## config.mk

```make
export PLATFORM = sky130hd
export DESIGN_NAME = spi_frame_ctl_flat
export DESIGN_NICKNAME = d
export VERILOG_FILES = /design/src/rtl/spi_frame_ctl_pkg.sv /design/src/rtl/spi_frame_ctl_if.sv /design/src/rtl/spi_frame_ctl_cs_sync.sv /design/src/rtl/spi_frame_ctl.sv /design/src/flat_wrapper.sv
export SDC_FILE = /design/constraint.sdc
export NUM_CORES = 1
export LEC_CHECK = 0
export BUFFER_PORTS_ARGS = -buffer_cell sky130_fd_sc_hd__buf_2
export CORE_UTILIZATION = 51
export CTS_CLUSTER_DIAMETER = 200
export DETAILED_ROUTE_END_ITERATION = 16
export HOLD_SLACK_MARGIN = 0.06
export PLACE_DENSITY_LB_ADDON = 0.15
export SYNTH_ARGS = -nofsm -noshare
export SYNTH_HDL_FRONTEND = slang
export SYNTH_SLANG_ARGS = --single-unit
```

## constraint.sdc

```tcl
create_clock -name clk_i -period 1.8 [get_ports clk_i]
set_input_delay 0.18 -clock clk_i [delete_from_list [all_inputs] [get_ports clk_i]]
set_output_delay 0.18 -clock clk_i [all_outputs]
set_load 0.03 [all_outputs]
```

## src/rtl/spi_frame_ctl_pkg.sv

```systemverilog
`default_nettype none
// ============================================================================
// Module   : spi_frame_pkg
// Brief    : Opcodes and FSM state encoding shared by the SPI frame controller
// Revision : 1.0 - initial release
// ============================================================================
package spi_frame_pkg;

    localparam logic [7:0] OP_WR_CFG = 8'h2A;
    localparam logic [7:0] OP_WR_MEM = 8'h2B;

    typedef enum logic [2:0] {
        WAIT_IDLE = 3'd0,
        IDLE      = 3'd1,
        OPCODE    = 3'd2,
        CFG       = 3'd3,
        ADDR      = 3'd4,
        DATA      = 3'd5,
        DISCARD   = 3'd6,
        FLUSH     = 3'd7
    } state_t;

endpackage
`default_nettype wire

```

## src/rtl/spi_frame_ctl_if.sv

```systemverilog
`default_nettype none
// ============================================================================
// Module   : spi_frame_ctl_if
// Brief    : Byte-stream input, memory write port and config port bundle
// Revision : 1.0 - initial release
// ============================================================================
interface spi_frame_ctl_if #(
    parameter int ADDR_BYTES = 2
);
    localparam int AW = 8 * ADDR_BYTES;

    logic          spi_cs_n_i;
    logic          byte_rdy_i;
    logic [7:0]    byte_data_i;
    logic          mem_wr_valid_o;
    logic          mem_wr_ready_i;
    logic [AW-1:0] mem_wr_addr_o;
    logic [31:0]   mem_wr_data_o;
    logic [3:0]    mem_wr_byteen_o;
    logic          cfg_wr_o;
    logic [7:0]    cfg_data_o;
    logic          busy_o;
    logic          err_overrun_o;

    // Controller side
    modport slave (
        input  spi_cs_n_i, byte_rdy_i, byte_data_i, mem_wr_ready_i,
        output mem_wr_valid_o, mem_wr_addr_o, mem_wr_data_o, mem_wr_byteen_o,
        output cfg_wr_o, cfg_data_o, busy_o, err_overrun_o
    );

    // Byte source / memory sink side
    modport master (
        output spi_cs_n_i, byte_rdy_i, byte_data_i, mem_wr_ready_i,
        input  mem_wr_valid_o, mem_wr_addr_o, mem_wr_data_o, mem_wr_byteen_o,
        input  cfg_wr_o, cfg_data_o, busy_o, err_overrun_o
    );
endinterface
`default_nettype wire

```

## src/rtl/spi_frame_ctl_cs_sync.sv

```systemverilog
`default_nettype none
// ============================================================================
// Module   : cs_sync
// Brief    : 2-flop chip-select synchronizer with rise/fall pulses, idles high
// Revision : 1.0 - initial release
// ============================================================================
module cs_sync (
    input  wire logic clk_i,
    input  wire logic rst_i,
    input  wire logic cs_n_i,
    output logic      cs_o,
    output logic      rise_o,
    output logic      fall_o
);
    logic r_sync1;
    logic r_sync2;
    logic r_prev;

    // Synchronize CS and keep one cycle of history for edge detection
    always_ff @(posedge clk_i) begin
        if (rst_i) begin
            r_sync1 <= 1'b1;
            r_sync2 <= 1'b1;
            r_prev  <= 1'b1;
        end else begin
            r_sync1 <= cs_n_i;
            r_sync2 <= r_sync1;
            r_prev  <= r_sync2;
        end
    end

    assign cs_o   = r_sync2;
    assign rise_o = r_sync2 & ~r_prev;
    assign fall_o = ~r_sync2 & r_prev;
endmodule
`default_nettype wire

```

## src/rtl/spi_frame_ctl.sv

```systemverilog
`default_nettype none
// ============================================================================
// Module   : spi_frame_ctl
// Brief    : Sequences CS-low SPI frames into config writes or burst memory
//            writes packed as little-endian 32-bit words
// Revision : 1.0 - initial release
// ============================================================================
module spi_frame_ctl
    import spi_frame_pkg::*;
#(
    parameter int ADDR_BYTES = 2
) (
    input  wire logic       clk_i,
    input  wire logic       rst_i,
    spi_frame_ctl_if.slave  bus
);
    localparam int AW = 8 * ADDR_BYTES;

    state_t        r_state;
    state_t        w_state_next;
    logic [AW-1:0] r_addr;
    logic [7:0]    r_addr_cnt;
    logic [1:0]    r_lane;
    logic [23:0]   r_buf;
    logic          r_fall_pend;
    logic          r_valid;
    logic [AW-1:0] r_out_addr;
    logic [31:0]   r_out_data;
    logic [3:0]    r_out_be;
    logic          r_cfg_wr;
    logic [7:0]    r_cfg_data;
    logic          r_err;

    logic          w_cs_sync;
    logic          w_cs_rise;
    logic          w_cs_fall;
    logic          w_byte;
    logic          w_out_free;
    logic          w_data_byte;
    logic [1:0]    w_lane_next;
    logic          w_word_done;
    logic          w_load_full;
    logic          w_load_part;
    logic          w_overrun;
    logic          w_addr_last;
    logic          w_fall_pend;
    logic [AW+7:0] w_addr_cat;

    cs_sync u_cs_sync (
        .clk_i  (clk_i),
        .rst_i  (rst_i),
        .cs_n_i (bus.spi_cs_n_i),
        .cs_o   (w_cs_sync),
        .rise_o (w_cs_rise),
        .fall_o (w_cs_fall)
    );

    assign w_byte      = bus.byte_rdy_i;
    // Output register can take a new word if empty or draining this cycle
    assign w_out_free  = ~r_valid | bus.mem_wr_ready_i;
    assign w_data_byte = (r_state == DATA) && w_byte;
    assign w_lane_next = w_data_byte ? r_lane + 2'd1 : r_lane;
    assign w_word_done = w_data_byte && (r_lane == 2'd3);
    assign w_load_full = w_word_done && w_out_free;
    assign w_overrun   = w_word_done && !w_out_free;
    assign w_load_part = (r_state == FLUSH) && w_out_free;
    assign w_addr_last = (r_state == ADDR) && w_byte && (r_addr_cnt == 8'(ADDR_BYTES - 1));
    assign w_fall_pend = r_fall_pend | w_cs_fall;
    assign w_addr_cat  = {r_addr, bus.byte_data_i};

    // State register
    always_ff @(posedge clk_i) begin
        if (rst_i) r_state <= WAIT_IDLE;
        else       r_state <= w_state_next;
    end

    // Next state: byte handling first, then end-of-frame overrides it
    always_comb begin
        w_state_next = r_state;
        case (r_state)
            WAIT_IDLE: if (w_cs_sync) w_state_next = IDLE;
            IDLE:      if (w_cs_fall) w_state_next = OPCODE;
            OPCODE: begin
                if (w_byte) begin
                    if (bus.byte_data_i == OP_WR_CFG)      w_state_next = CFG;
                    else if (bus.byte_data_i == OP_WR_MEM) w_state_next = ADDR;
                    else                                   w_state_next = DISCARD;
                end
            end
            CFG:     if (w_byte) w_state_next = DISCARD;
            ADDR:    if (w_addr_last) w_state_next = DATA;
            FLUSH:   if (w_out_free) w_state_next = w_fall_pend ? OPCODE : IDLE;
            default: w_state_next = r_state;
        endcase
        // FLUSH is only entered with CS high, so a rise there is ignored
        if (w_cs_rise && (r_state != IDLE) && (r_state != WAIT_IDLE) && (r_state != FLUSH)) begin
            if ((r_state == DATA) && (w_lane_next != 2'd0)) w_state_next = FLUSH;
            else                                            w_state_next = IDLE;
        end
    end

    // Address shift/increment, lane counter, word buffer and latched cs_fall
    always_ff @(posedge clk_i) begin
        if (rst_i) begin
            r_addr      <= '0;
            r_addr_cnt  <= '0;
            r_lane      <= '0;
            r_buf       <= '0;
            r_fall_pend <= 1'b0;
        end else begin
            if ((r_state == OPCODE) && w_byte) r_addr_cnt <= '0;
            if ((r_state == ADDR) && w_byte) begin
                r_addr_cnt <= r_addr_cnt + 8'd1;
                r_addr     <= w_addr_last ? {w_addr_cat[AW-1:2], 2'b00} : w_addr_cat[AW-1:0];
            end
            if (w_addr_last) begin
                r_lane <= '0;
                r_buf  <= '0;
            end
            if (w_data_byte) begin
                r_lane <= w_lane_next;
                case (r_lane)
                    2'd0:    r_buf[7:0]   <= bus.byte_data_i;
                    2'd1:    r_buf[15:8]  <= bus.byte_data_i;
                    2'd2:    r_buf[23:16] <= bus.byte_data_i;
                    default: r_buf        <= '0;
                endcase
            end
            // Dropped (overrun) words leave the address where it was
            if (w_load_full) r_addr <= r_addr + AW'(4);
            r_fall_pend <= (r_state == FLUSH) && !w_load_part && w_fall_pend;
        end
    end

    // Write port output register with valid/ready handshake
    always_ff @(posedge clk_i) begin
        if (rst_i) begin
            r_valid    <= 1'b0;
            r_out_addr <= '0;
            r_out_data <= '0;
            r_out_be   <= '0;
        end else if (w_load_full) begin
            r_valid    <= 1'b1;
            r_out_addr <= r_addr;
            r_out_data <= {bus.byte_data_i, r_buf};
            r_out_be   <= 4'hF;
        end else if (w_load_part) begin
            r_valid    <= 1'b1;
            r_out_addr <= r_addr;
            r_out_data <= {8'h00, r_buf};
            r_out_be   <= (4'b0001 << r_lane) - 4'b0001;
        end else if (bus.mem_wr_ready_i) begin
            r_valid    <= 1'b0;
        end
    end

    // Config strobe/value and sticky overrun flag
    always_ff @(posedge clk_i) begin
        if (rst_i) begin
            r_cfg_wr   <= 1'b0;
            r_cfg_data <= '0;
            r_err      <= 1'b0;
        end else begin
            r_cfg_wr <= (r_state == CFG) && w_byte;
            if ((r_state == CFG) && w_byte) r_cfg_data <= bus.byte_data_i;
            if (w_overrun) r_err <= 1'b1;
        end
    end

    assign bus.mem_wr_valid_o  = r_valid;
    assign bus.mem_wr_addr_o   = r_out_addr;
    assign bus.mem_wr_data_o   = r_out_data;
    assign bus.mem_wr_byteen_o = r_out_be;
    assign bus.cfg_wr_o        = r_cfg_wr;
    assign bus.cfg_data_o      = r_cfg_data;
    assign bus.err_overrun_o   = r_err;
    assign bus.busy_o          = ((r_state != IDLE) && (r_state != WAIT_IDLE)) || r_valid;
endmodule
`default_nettype wire

```

## src/flat_wrapper.sv

```systemverilog
// flat-port wrapper written by rule: the top's interface ports become plain ports
module spi_frame_ctl_flat import spi_frame_pkg::*;
#(
    parameter int ADDR_BYTES = 2
)
  (clk_i, rst_i, bus_spi_cs_n_i, bus_byte_rdy_i, bus_byte_data_i, bus_mem_wr_ready_i, bus_mem_wr_valid_o, bus_mem_wr_addr_o, bus_mem_wr_data_o, bus_mem_wr_byteen_o, bus_cfg_wr_o, bus_cfg_data_o, bus_busy_o, bus_err_overrun_o);
  spi_frame_ctl_if #(.ADDR_BYTES(ADDR_BYTES)) bus_i ();
  input  wire logic clk_i;
  input  wire logic rst_i;
  input wire logic [$bits(bus_i.spi_cs_n_i)-1:0] bus_spi_cs_n_i;
  input wire logic [$bits(bus_i.byte_rdy_i)-1:0] bus_byte_rdy_i;
  input wire logic [$bits(bus_i.byte_data_i)-1:0] bus_byte_data_i;
  input wire logic [$bits(bus_i.mem_wr_ready_i)-1:0] bus_mem_wr_ready_i;
  output wire logic [$bits(bus_i.mem_wr_valid_o)-1:0] bus_mem_wr_valid_o;
  output wire logic [$bits(bus_i.mem_wr_addr_o)-1:0] bus_mem_wr_addr_o;
  output wire logic [$bits(bus_i.mem_wr_data_o)-1:0] bus_mem_wr_data_o;
  output wire logic [$bits(bus_i.mem_wr_byteen_o)-1:0] bus_mem_wr_byteen_o;
  output wire logic [$bits(bus_i.cfg_wr_o)-1:0] bus_cfg_wr_o;
  output wire logic [$bits(bus_i.cfg_data_o)-1:0] bus_cfg_data_o;
  output wire logic [$bits(bus_i.busy_o)-1:0] bus_busy_o;
  output wire logic [$bits(bus_i.err_overrun_o)-1:0] bus_err_overrun_o;
  assign bus_i.spi_cs_n_i = bus_spi_cs_n_i;
  assign bus_i.byte_rdy_i = bus_byte_rdy_i;
  assign bus_i.byte_data_i = bus_byte_data_i;
  assign bus_i.mem_wr_ready_i = bus_mem_wr_ready_i;
  assign bus_mem_wr_valid_o = bus_i.mem_wr_valid_o;
  assign bus_mem_wr_addr_o = bus_i.mem_wr_addr_o;
  assign bus_mem_wr_data_o = bus_i.mem_wr_data_o;
  assign bus_mem_wr_byteen_o = bus_i.mem_wr_byteen_o;
  assign bus_cfg_wr_o = bus_i.cfg_wr_o;
  assign bus_cfg_data_o = bus_i.cfg_data_o;
  assign bus_busy_o = bus_i.busy_o;
  assign bus_err_overrun_o = bus_i.err_overrun_o;
  spi_frame_ctl #(.ADDR_BYTES(ADDR_BYTES)) u_core (.clk_i(clk_i), .rst_i(rst_i), .bus(bus_i));
endmodule
```

## Yosys cells after proc, flatten, opt, wreduce, memory -nomap -nowiden

Index checks and enable logic that the tools add are counted.

- Output and inout bits: 64
- Flip-flop bits (word level): 120
- Input port bits: 13
- Word-level logic and storage cells: 115

- Bitwise operators: 7
- Eq/ne operators: 20
- Mux-type cells: 34
- Shift-type cells: 1
- Add/sub/neg operators: 4
- Reductions and logical operators: 33

Operators with widths:

| cell | number |
|---|---|
| $mux 16 | 4 |
| $mux 32 | 2 |
| $mux 24 | 2 |
| $pmux 8 s2 | 3 |
| $mux 3 | 9 |
| $pmux 3 s6 | 1 |
| $add 16x3->16 const B | 1 |
| $eq 8x6->1 const B | 2 |
| $logic_and 1x1->1 | 16 |
| $mux 8 | 2 |
| $ne 3x2->1 const B | 5 |
| $mux 2 | 6 |
| $reduce_bool 2->1 | 5 |
| $eq 3x3->1 const B | 3 |
| $add 8x1->8 const B | 1 |
| $eq 8x1->1 const B | 1 |
| $mux 4 | 2 |
| $reduce_and 7->1 | 1 |
| $reduce_bool 7->1 | 1 |
| $eq 3x2->1 const B | 2 |
| $ne 3x1->1 const B | 2 |
| $reduce_bool 3->1 | 2 |
| $reduce_or 2->1 | 3 |
| $eq 2x2->1 const B | 2 |
| 14 further kinds | 21 |

## Logic depth before layout (Yosys ltp)

- Depth after elaboration: 7
- Gate-level depth with buffers: 9
- Mapped depth without buffers: 8

## Hierarchy

A second synthesis with hierarchy kept.

- Cells, all modules: 577
- Area total of the unflattened synthesis: 4,938.5 um2

Modules (own cells, without submodules):

| module | seq. area each (um2) | area each (um2) | cells an instance | times used |
|---|---|---|---|---|
| spi_frame_ctl | 2,342.2 | 4,845.9 | 569 | 1 |
| cs_sync | 60.1 | 92.6 | 8 | 1 |

## Least setup slack after synthesis

Ideal clock, no wire load.

- Path kind: reg2reg
- Start point: reg u_core.r_state[1]
- End point: reg u_core.r_state[1]
- Arrival: 1,717 ps
- Buffers on the path: 0
- Period minus slack after synthesis: 1,812 ps
- Setup slack: -12 ps
- Setup time: 95 ps
- Required time: 1,705 ps
- Cell stages (with the launch flop): 8
- Cells stage by stage: dfxtp_1 -> inv_2 -> nand4_4 -> clkinv_2 -> ha_1 -> a2111oi_1 -> a211oi_1 -> a221oi_1

- Longest elaborated chain between the ends: 7
- Elaborated cells between the ends (all ways): 30
- Classes of those cells: 14 x eq/ne; 4 x mux; 12 x reduce/logical

Ends and longest elaborated chain:

| what | line | text |
|---|---|---|
| start: declaration | spi_frame_ctl.sv:19 | `state_t r_state;` |
| start signal: assignment | spi_frame_ctl.sv:74 | `else r_state <= w_state_next;` |
| $eq 3x3->1 | spi_frame_ctl.sv:61, spi_frame_ctl.sv:97 |  |
| $logic_and 1x1->1 | spi_frame_ctl.sv:61 | `assign w_data_byte = (r_state == DATA) && w_byte;` |
| $mux 2 | spi_frame_ctl.sv:62 | `assign w_lane_next = w_data_byte ? r_lane + 2'd1 : r_lane;` |
| $reduce_bool 2->1 | spi_frame_ctl.sv:97 | `if ((r_state == DATA) && (w_lane_next != 2'd0)) w_state_next = FLUSH;` |
| $logic_and 1x1->1 | spi_frame_ctl.sv:97 |  |
| $mux 3 | spi_frame_ctl.sv:97 |  |
| $mux 3 | spi_frame_ctl.sv:96 | `if (w_cs_rise && (r_state != IDLE) && (r_state != WAIT_IDLE) && (r_state != FLUSH)) begin` |

Parallel ways exist; a longest one is shown, timed or not.
A chain may end at the register's enable or synchronous reset.

## Worst setup path in the final report

Ends and elaborated chain as after synthesis.

==> results.tsv <==
stage	metric	value	unit
power	p_per_area	1110	nW/um^2
floorplan	fp.coreArea	9370	um^2
floorplan	io_pins	77	
timing	tightest_slew	484	ps
grt	globalRouteOverflowTotal	0	
yosys	syn_avg_cell_area	8.40	um^2
worst_hold_path	hold_start	bus_mem_wr_ready_i	
timing	finalCriticalPeriod	1830	ps
outcome	outcome	complete, but fails checks	
finish	antenna_cells	0	
grt	grt_max_degree	51	
route	wl_per_cell	15.9	um
finish	layoutNonFillerInstCount	850	
clock_tree	cts_sinks	120	
placed_design	placedCellCount	807	
clock_tree	clkLatencyLatePin	520	ps
placed_design	port_buffers	76	
timing	maxSlewViolCount	0	
grt	grt_usage	0.272	
finish	finish.net_count	732	
critical_path	startpoint_type	flip-flop	
route	firstDrtPassIters	5	
route	wl	13600	um
timing	finClkSkew	9.69	ps
route	drtIter0Drc	304	
yosys	yosysWarnings	0	
yosys	synthArstFlopShare	0	
floorplan	die-area	10200	um^2
finish	fin_util	0.703	
clock_tree	clockBufferDepth	2	
finish	final_common_cell	nand2_1	
yosys	syn_inst	594	
critical_path	cp.required	2210	ps
finish	final_cell_mix	nand2_1, dfxtp_1, buf_2	
yosys	synth_flop_cell	dfxtp_1	
grt	grt_pass1_vias	4620	
timing	hold_viol	0	
power	p_leak	0.00258	uW
timing	fin_setup_tns	-32.3	ps
yosys	synth_edf_count	0	
finish	area_growth	32.1	%
placed_design	hpwl	8820	um
timing	finalCritPeriodShare	1.02	
timing	finalWorstSetupSlack	-32.3	ps
yosys	synth-seq-cells	120	
timing	setup_violations	1	
critical_path	worstSetupPathType	reg -> reg	
timing	rsz0062_at_grt	yes	
worst_hold_path	hold_path.class	in -> reg	
route	drc	0	
floorplan	start_util	0.532	
route	vias	4792	
finish	drive_above_1_share	0.279	
power	peakVddDrop	0.612	mV
yosys	synth_cell_type_count	62	
clock_tree	htreeDepth	4	
clock_tree	numCtsBuffers	17	
outcome	violations	negative setup slack	
finish	nFillCells	774	
grt	antenna_found_initial	0	
yosys	netlist_area	4990	um^2
run	cap_violations	0	
critical_path	cp_max_fo	8	
critical_path	worstSetupStartpoint	u_core.r_state[1]$_SDFFE_PP0P_	
route	viasPerCell	5.64	
yosys	synth-seq-area-share	0.482	
route	drt.antenna.violating_nets	0	
clock_tree	clkTransAtPathRegs	60	ps
critical_path	reg2reg_slack	-30	ps
timing	clock.fmax	546	MHz
floorplan	die_w	101	um
timing	max-slew-margin-rel	0.678	
floorplan	std_cell_rows	35	
clock_tree	tritoncts	built	
critical_path	r2r_start	u_core.r_state[1]$_SDFFE_PP0P_	
clock_tree	cts_root_buf	clkbuf_8	
power	p_total	7300	uW
placed_design	globalplace.congestion	0.880	
yosys	synth_fp_nets	618	
floorplan	die_h	101	um
critical_path	end_kind	flip-flop	
grt	grt_pass1_wl	21600	um
critical_path	critPathArrivalTime	2250	ps
==> sequential cells by signal, indices dropped and copies added, names as in the netlist, 3 cells and up <==
name / flops
u_core.r_state: 3
u_core.bus.cfg_data_o: 8
u_core.r_addr_cnt: 8
u_core.r_addr: 16
u_core.r_buf: 24
u_core.bus.mem_wr_byteen_o: 4
u_core.bus.mem_wr_addr_o: 16
u_core.bus.mem_wr_data_o: 32
==> per-stage QoR <==
stage                     hold WS (ps)  cell area (um^2)  setup WS (ps)
after CTS                         79.1              6410           4.24
after global routing               104              6590           -117
final                             81.3              6590          -32.3
after floorplan                    284              4990           49.2
after detailed placement           366              5750          -69.8
after global placement             366              5750          -62.7
==> routing by layer <==
metal	part of all wire	track usage	wire, um	up-vias
met5	0	0.0154	0	-
met4	0.014	0.103	192	0
met3	0.062	0.0596	838	21
met2	0.50	0.474	6810	173
met1	0.42	0.328	5710	2279
li1	-	-	-	2319
==> worst max-delay path, cell delays in order, from the launching register on <==
cell and delay, ps:
dfxtp_4 360, inv_2 100, nand4_4 120, inv_4 130, ha_4 220, a2111oi_4 400
a211oi_2 100, a221oi_2 290
==> where the power goes <==
group	internal (uW)	switching, uW	total (uW)
Clock	2010	1250	3270
Combinational	540	680	1220
Sequential	2740	74.3	2810
Total	5290	2010	7300
==> area by class of cell <==
cell class                      instances  area (um^2)  share of cell area
Inverter                               12         51.3             0.00778
Multi-Input combinational cell        423         2470               0.376
Tap cell                              129          161              0.0245
Clock inverter                         13          146              0.0222
Sequential cell                       120         2420               0.367
Clock buffer                           19          432              0.0655
Timing Repair Buffer                  134          908               0.138
==> synth_stat cells (5+ instances only) <==
cell        n  share of area
nand4_1     5         0.0063
ha_1       11          0.028
a21oi_1    74          0.074
nand2_1   120          0.090
dfxtp_1   120           0.48
o21ai_0     9         0.0090
or3_1       7         0.0088
nand3_1    13          0.013
nor2_1     58          0.044
clkbuf_1   22          0.017
nor2b_1     6         0.0075
inv_1      10         0.0075
a31oi_1     8          0.010
and3_1      6         0.0075
buf_2      12          0.012
a22oi_1    33          0.050
==> path summary, 6_finish.rpt <==
path                                                         end  cells after the start
worst max-delay path              u_core.r_state[1]$_SDFFE_PP0P_                      7
worst min-delay path               u_core.r_fall_pend$_SDFF_PP0_                      3
worst max register to register    u_core.r_state[1]$_SDFFE_PP0P_                      7
worst min register to register  u_core.u_cs_sync.cs_o$_SDFF_PP1_                      1
==> cells by family (layout without fill, tap and decap cells) <==
family / Yosys count / count (layout) / synth area share
DFF: 120 / 120 / 0.482
muxes: 5 / 5 / 0.0103
xor gates and xnor gates: 1 / 1 / 0.00176
buffers and inverters: 51 / 178 / 0.0469
AOI/OAI and AO/OA: 153 / 153 / 0.192
adders and majority gates: 11 / 11 / 0.0276
and+or+nand+nor: 253 / 253 / 0.240
==> repair_timing <==
item | in CTS | in global routing
cloned | 0 | 1
hold buffers | 5 | 0
endpoints found under the hold margin | 6 | 0
resized for setup | 5 | 31
pin swaps | 1 | 4
buffers inserted | 0 | 5
setup endpoints to repair | 4 | 96
Power figures use the tool's default switching activity.
